==> src/rtl/game_state_ctrl_pkg.sv <==
// Shared game-state encoding used by the controller and every renderer that
// consumes game_state.
package game_state_ctrl_pkg;

   typedef enum logic [1:0] {
      START_SCREEN = 2'd0,
      PLAYING      = 2'd1,
      GAME_OVER    = 2'd2,
      COUNTDOWN    = 2'd3
   } game_state_t;

   // Plain-vector copies for renderers that compare against a logic [1:0] bus
   localparam logic [1:0] GS_START_SCREEN = 2'd0;
   localparam logic [1:0] GS_PLAYING      = 2'd1;
   localparam logic [1:0] GS_GAME_OVER    = 2'd2;
   localparam logic [1:0] GS_COUNTDOWN    = 2'd3;

   function automatic int max_int(input int a, input int b);
      return (a > b) ? a : b;
   endfunction

endpackage

==> src/rtl/game_state_ctrl_button_debouncer.sv <==
// Synchronises a raw button, debounces it on frame boundaries and emits the
// debounced level plus a one-cycle rising-edge pulse.
module button_debouncer
   import game_state_ctrl_pkg::*;
#(
   parameter int DEBOUNCE_FRAMES = 2
) (
   input  logic pixel_clk,
   input  logic rst,
   input  logic fsync,
   input  logic btn_raw,
   output logic level,
   output logic rise
);

   localparam int CNT_W = $clog2(DEBOUNCE_FRAMES + 1);
   localparam logic [CNT_W-1:0] CNT_LAST = CNT_W'(DEBOUNCE_FRAMES - 1);

   logic             sync1_q, sync2_q;
   logic             btn_sync;
   logic             level_q, level_d;
   logic             rise_q, rise_d;
   logic [CNT_W-1:0] stable_cnt_q, stable_cnt_d;

   assign btn_sync = sync2_q;

   always_comb begin
      // NOTE: every always_comb output gets a default first so no path can infer a latch.
      level_d      = level_q;
      stable_cnt_d = stable_cnt_q;
      rise_d       = 1'b0;
      if (fsync) begin
         if (btn_sync != level_q) begin
            if (stable_cnt_q == CNT_LAST) begin
               level_d      = btn_sync;
               stable_cnt_d = '0;
               rise_d       = btn_sync;
            end else begin
               stable_cnt_d = stable_cnt_q + 1'b1;
            end
         end else begin
            stable_cnt_d = '0;
         end
      end
   end

   always_ff @(posedge pixel_clk) begin
      // NOTE: sequential state uses non-blocking assignments only; the synchronizer flops
      // are reset as well so a button held through reset cannot produce a spurious edge.
      if (rst) begin
         sync1_q      <= 1'b0;
         sync2_q      <= 1'b0;
         level_q      <= 1'b0;
         rise_q       <= 1'b0;
         stable_cnt_q <= '0;
      end else begin
         sync1_q      <= btn_raw;
         sync2_q      <= sync1_q;
         level_q      <= level_d;
         rise_q       <= rise_d;
         stable_cnt_q <= stable_cnt_d;
      end
   end

   assign level = level_q;
   assign rise  = rise_q;

endmodule

==> src/rtl/game_state_ctrl.sv <==
// Game sequencer: START_SCREEN -> COUNTDOWN -> PLAYING -> GAME_OVER, timed in
// frames and advanced by armed, debounced fire-button presses.
module game_state_ctrl
   import game_state_ctrl_pkg::*;
#(
   parameter int DEBOUNCE_FRAMES      = 2,
   parameter int COUNTDOWN_FRAMES     = 60,
   parameter int GAMEOVER_HOLD_FRAMES = 120
) (
   input  logic       pixel_clk,
   input  logic       rst,
   input  logic       fsync,
   input  logic       btn_fire_raw,
   input  logic       player_dead,
   output logic [1:0] game_state,
   output logic [1:0] countdown_digit,
   output logic       game_start,
   output logic       btn_pressed
);

   localparam int FRAME_W = $clog2(max_int(COUNTDOWN_FRAMES, GAMEOVER_HOLD_FRAMES) + 1);
   localparam logic [FRAME_W-1:0] CD_LAST  = FRAME_W'(COUNTDOWN_FRAMES - 1);
   localparam logic [FRAME_W-1:0] HOLD_MAX = FRAME_W'(GAMEOVER_HOLD_FRAMES);

   game_state_t        state_q, state_d;
   logic [FRAME_W-1:0] frame_cnt_q, frame_cnt_d;
   logic [1:0]         digit_q, digit_d;
   logic               game_start_q, game_start_d;
   logic               armed_q, armed_d;
   logic               btn_level, btn_rise;

   button_debouncer #(
      .DEBOUNCE_FRAMES(DEBOUNCE_FRAMES)
   ) u_fire_debouncer (
      .pixel_clk(pixel_clk),
      .rst      (rst),
      .fsync    (fsync),
      .btn_raw  (btn_fire_raw),
      .level    (btn_level),
      .rise     (btn_rise)
   );

   always_comb begin
      state_d      = state_q;
      frame_cnt_d  = frame_cnt_q;
      digit_d      = digit_q;
      game_start_d = 1'b0;
      case (state_q)
         START_SCREEN: begin
            if (btn_rise && armed_q) begin
               state_d     = COUNTDOWN;
               frame_cnt_d = '0;
               digit_d     = 2'd3;
            end
         end
         COUNTDOWN: begin
            if (fsync) begin
               if (frame_cnt_q == CD_LAST) begin
                  frame_cnt_d = '0;
                  if (digit_q == 2'd1) begin
                     state_d      = PLAYING;
                     digit_d      = 2'd0;
                     game_start_d = 1'b1;
                  end else begin
                     digit_d = digit_q - 2'd1;
                  end
               end else begin
                  frame_cnt_d = frame_cnt_q + 1'b1;
               end
            end
         end
         PLAYING: begin
            if (player_dead) begin
               state_d     = GAME_OVER;
               frame_cnt_d = '0;
            end
         end
         GAME_OVER: begin
            // Presses before the hold expires are simply dropped, never queued
            if (fsync && (frame_cnt_q != HOLD_MAX)) begin
               frame_cnt_d = frame_cnt_q + 1'b1;
            end
            if ((frame_cnt_q == HOLD_MAX) && btn_rise && armed_q) begin
               state_d     = START_SCREEN;
               frame_cnt_d = '0;
            end
         end
         default: state_d = START_SCREEN;
      endcase

      // A press only counts once the button has been seen released in the current state
      if (state_d != state_q) begin
         armed_d = 1'b0;
      end else if (!btn_level) begin
         armed_d = 1'b1;
      end else begin
         armed_d = armed_q;
      end
   end

   always_ff @(posedge pixel_clk) begin
      if (rst) begin
         state_q      <= START_SCREEN;
         frame_cnt_q  <= '0;
         digit_q      <= 2'd0;
         game_start_q <= 1'b0;
         armed_q      <= 1'b0;
      end else begin
         state_q      <= state_d;
         frame_cnt_q  <= frame_cnt_d;
         digit_q      <= digit_d;
         game_start_q <= game_start_d;
         armed_q      <= armed_d;
      end
   end

   assign game_state      = state_q;
   assign countdown_digit = digit_q;
   assign game_start      = game_start_q;
   assign btn_pressed     = btn_rise;

endmodule

==> config.mk <==
export PLATFORM = sky130hd
export DESIGN_NAME = game_state_ctrl
export DESIGN_NICKNAME = d
export VERILOG_FILES = /design/src/rtl/game_state_ctrl_pkg.sv /design/src/rtl/game_state_ctrl_button_debouncer.sv /design/src/rtl/game_state_ctrl.sv
export SDC_FILE = /design/constraint.sdc
export NUM_CORES = 1
export LEC_CHECK = 0
export ABC_AREA = 1
export CORE_UTILIZATION = 57
export CTS_CLUSTER_DIAMETER = 60
export CTS_CLUSTER_SIZE = 28
export DETAILED_ROUTE_END_ITERATION = 12
export GPL_TIMING_DRIVEN = 0
export PLACE_DENSITY = 0.8
export SLEW_MARGIN = 10
export SYNTH_ARGS = -nofsm -noshare
export SYNTH_HDL_FRONTEND = slang
export SYNTH_SLANG_ARGS = --single-unit
export TNS_END_PERCENT = 20
==> constraint.sdc <==
create_clock -name pixel_clk -period 2.4 [get_ports pixel_clk]
set_clock_uncertainty 0.2 [all_clocks]
set_input_delay 0.48 -clock pixel_clk [delete_from_list [all_inputs] [get_ports pixel_clk]]
set_output_delay 0.48 -clock pixel_clk [all_outputs]
set_load 0.02 [all_outputs]
==> impl_results.rst <==
.. list-table::
   :header-rows: 1

   * - Metric
     - Value
   * - Unrepaired setup endpoints after global routing
     - no
   * - Antenna violations before repair
     - 0
   * - Cell family contributing the most delay on the critical path
     - buffers and inverters
   * - # rows
     - 15
   * - Gr usage total
     - about a quarter
   * - Most common cell after layout, fill and taps aside
     - sky130_fd_sc_hd__nand2_1
   * - Ports
     - 11
   * - Global-route wire length before repair
     - between 3 and 4 mm
   * - Top cells by area, synth
     - sky130_fd_sc_hd__dfxtp_1 36%, sky130_fd_sc_hd__nand2_1 12%, sky130_fd_sc_hd__nand3_1 8.5%
   * - Synth-to-layout area growth
     - 14.8%
   * - HPWL after detailed placement
     - 1.63 mm
   * - Iteration-0 DRC Markers
     - 25
   * - Worst path buffer plus inverter count
     - 1
   * - Cell Count, Final, Fillers Out
     - 197
   * - Total negative slack for setup checks
     - 0 ns
   * - Cells resized by post-CTS repair
     - 0
   * - Power density cells
     - around 550 nW/um2
   * - Leading area contributor after synthesis
     - sky130_fd_sc_hd__dfxtp_1
   * - DIE HEIGHT
     - 45.2 um
   * - Average footprint of a synthesized cell
     - 6.75 um2
   * - Sum of overflow across all layers after global routing
     - 0
   * - Final count of pins violating max slew
     - 0
   * - First-pass detailed-route iteration total
     - 4
   * - Reported max-cap violation count
     - 0
   * - Antenna diode count
     - 0
   * - Filler cell count in the final layout
     - between 150 and 200
   * - Total setup violations reported at the end of the flow
     - 0
   * - Post-synth net total
     - approximately 170
   * - Clock tree from TritonCTS
     - built
   * - Cells along the critical path
     - clkdlybuf4s50_1
   * - Setup repair bufs after CTS
     - 0
   * - Run status
     - finished clean
   * - Maximum buffer depth of the clock tree
     - 2
   * - Cell Area, Synth
     - about 1100 um2
   * - Cell at the root of the clock tree
     - sky130_fd_sc_hd__clkbuf_4
   * - Async set-or-reset flop fraction in the synthesized netlist
     - 0%
   * - Path type of the worst setup path
     - flip-flop to output pin
   * - Area enclosed by the die boundary
     - 2050 um2
   * - Remaining design rule violation count
     - 0
   * - Routability cong.
     - just under 0.9
   * - Maximum level of the CTS H-tree
     - 1
   * - Clock network latency to the later pin of the worst-skew pair
     - around 0.3 ns
   * - End-of-flow core utilization
     - approximately 70%
   * - Total CTS buffers
     - 3
   * - Max incr delay on CP
     - between 0.6 and 0.7 ns
   * - Commonest non-fill, non-tap cells in the layout
     - 35 x sky130_fd_sc_hd__nand2_1, 23 x sky130_fd_sc_hd__inv_1, 19 x sky130_fd_sc_hd__nor2_1, 19 x sky130_fd_sc_hd__dfxtp_1, 18 x sky130_fd_sc_hd__nand3_1
   * - Cell leakage power
     - about 0.5 nW
   * - Total of flip-flops plus latches after synthesis
     - 19
   * - Path class of the lowest-slack min-delay path
     - flip-flop to flip-flop
   * - Synthesized instance count
     - 158
   * - Effective utilization at floorplan
     - between 60% and 70%
   * - Final worst-path cycle share
     - between 80% and 90%
   * - Clock slew at the register clock pins of the worst setup and hold paths
     - around 0.11 ns
   * - Via count normalized by instance count
     - about 5.1
   * - Critical path fanouts, max
     - 5
   * - Number of global-route vias before repair
     - slightly below 900
   * - Maximum ir drop on the vdd rail
     - just over 0.5 mV
   * - Horizontal die dimension
     - ~45 um
   * - Total of buffers placed on input and output ports
     - 10
   * - Required time of the critical path
     - approximately 1.7 ns
   * - Core outline area
     - roughly 1700 um2
   * - Highest attainable clock frequency
     - ~0.50 GHz
   * - Post-synth EDFFs
     - 0
   * - Final wirelength
     - 2.05 mm
   * - Post-Place Cells
     - 193
   * - Actual slew at the worst max-slew pin
     - about 0.48 ns
   * - Maximum number of pins on one net before global-route repair
     - 11
   * - Worst Setup End Kind
     - output pin
   * - Syn. warnings
     - 0
   * - Final Net Count
     - between 150 and 200
   * - Prevailing post-synth register cell
     - sky130_fd_sc_hd__dfxtp_1
   * - Worst-case headroom to the max-slew limit
     - about 68%
   * - Netlist cell types
     - 28
   * - Arr. time, crit path
     - roughly 1.3 ns
   * - Number of sinks driven by the clock tree
     - 19
   * - Slowest stage cell, crit path
     - sky130_fd_sc_hd__clkdlybuf4s50_1
   * - Part of the Yosys area used for sequential elements
     - a little over a third
   * - Share of final-layout standard cells stronger than drive strength 1
     - about an eighth
   * - Routed length per instance
     - 10.4 um
   * - Via count
     - roughly 1000
   * - Final critical path time including I/O delays and setup
     - 2.02 ns
   * - Number of hold-repair buffers added at the cts stage
     - 0
   * - Share of Yosys cell area claimed by the top area cell type
     - between 30% and 40%
   * - Routed Antenna Nets
     - 0
   * - Number of endpoints with negative hold slack in the final report
     - 0
   * - Sort of element at the start of the critical path
     - flip-flop
-- synth_stat cells, types with 3 or more instances --
master / count
sky130_fd_sc_hd__dfxtp_1: 19
sky130_fd_sc_hd__nand3_1: 18
sky130_fd_sc_hd__nand2_1: 35
sky130_fd_sc_hd__nor2_2: 3
sky130_fd_sc_hd__inv_1: 23
sky130_fd_sc_hd__o21ai_1: 3
sky130_fd_sc_hd__a21oi_1: 6
sky130_fd_sc_hd__nand2_2: 6
sky130_fd_sc_hd__ha_1: 3
sky130_fd_sc_hd__nor2_1: 19
-- cells by family (layout without fill, tap and decap cells) --
| kind of cell | count (synthesis) | in the layout | synth area share [%] |
|---|---|---|---|
| AO/OA/AOI/OAI | 18 | 18 | 10.4 |
| XOR/XNOR | 1 | 1 | 0.822 |
| adder cells (fa/ha/maj) | 3 | 3 | 3.52 |
| buffers and inverters | 27 | 41 | 9.74 |
| flip-flops | 19 | 19 | 35.7 |
| AND/OR/NAND/NOR | 90 | 90 | 39.8 |
-- per-layer routing --
metal / global-route usage (%) / share of wire [%] / vias up
met2: 39.1 / 48 / 12
met5: 0 / 0 / -
met1: 31.1 / 49 / 454
met4: 9.09 / 1.8 / 0
li1: - / - / 531
met3: 3.60 / 1.8 / 5
-- area by class of cell --
type | count | area (um2) | area share [%]
Buffer | 1 | 3.75 | 0.307
Clock buffer | 4 | 26.3 | 2.15
Inverter | 26 | 100 | 8.18
Multi-Input combinational cell | 112 | 582 | 47.5
Sequential cell | 19 | 380 | 31.1
Tap cell | 25 | 31.3 | 2.56
Timing Repair Buffer | 10 | 100 | 8.18
-- registers in the layout, summed over array words and instances, names as in the netlist --
| name | count |
|---|---|
| frame_cnt_q | 7 |
| countdown_digit | 2 |
| game_state | 2 |
| u_fire_debouncer.stable_cnt_q | 2 |
| armed_q | 1 |
| game_start | 1 |
| u_fire_debouncer.btn_sync | 1 |
| u_fire_debouncer.level | 1 |
| u_fire_debouncer.rise | 1 |
| u_fire_debouncer.sync1_q | 1 |
-- worst register-to-register path, stage by stage (launching register included) --
cell and delay, ns:
sky130_fd_sc_hd__dfxtp_1 0.36, sky130_fd_sc_hd__inv_1 0.09, sky130_fd_sc_hd__ha_1 0.14, sky130_fd_sc_hd__nand3_1 0.13, sky130_fd_sc_hd__nor2_2 0.14, sky130_fd_sc_hd__nand2_2 0.08, sky130_fd_sc_hd__nand3_4 0.12, sky130_fd_sc_hd__nand2_4 0.09
sky130_fd_sc_hd__inv_4 0.10, sky130_fd_sc_hd__nand2_1 0.06, sky130_fd_sc_hd__nand2_1 0.05, sky130_fd_sc_hd__nor2_1 0.03
-- path summary, 6_finish.rpt --
check                                              start                        end  slack (ns)  cells after the start
worst max-delay path                       game_state[0]              game_state[0]        0.38                      1
worst min-delay path            u_fire_debouncer.sync1_q  u_fire_debouncer.btn_sync        0.21                      2
worst max register to register            frame_cnt_q[0]             frame_cnt_q[5]        0.71                     11
worst min register to register  u_fire_debouncer.sync1_q  u_fire_debouncer.btn_sync        0.21                      2
-- report_power, final --
part	internal, mW	total (mW)	switching, mW
Combinational	0.0609	0.159	0.0984
Clock	0.0648	0.165	0.100
Sequential	0.332	0.346	0.0144
Total	0.458	0.671	0.213
-- per-stage QoR --
stage / hold slack, ns / power [mW] / worst slack (ns) / area [um2]
4_1_cts: 0.216 / 0.672 / 0.371 / 1220
2_1_floorplan: 0.188 / 0.463 / 0.803 / 1070
3_5_place_dp: 0.199 / 0.512 / 0.125 / 1200
5_1_grt: 0.279 / 0.708 / 0.331 / 1220
6_report: 0.214 / 0.671 / 0.385 / 1220
3_3_place_gp: 0.191 / 0.507 / 0.172 / 1200
Note: power is estimated with default switching activity, not from simulation.
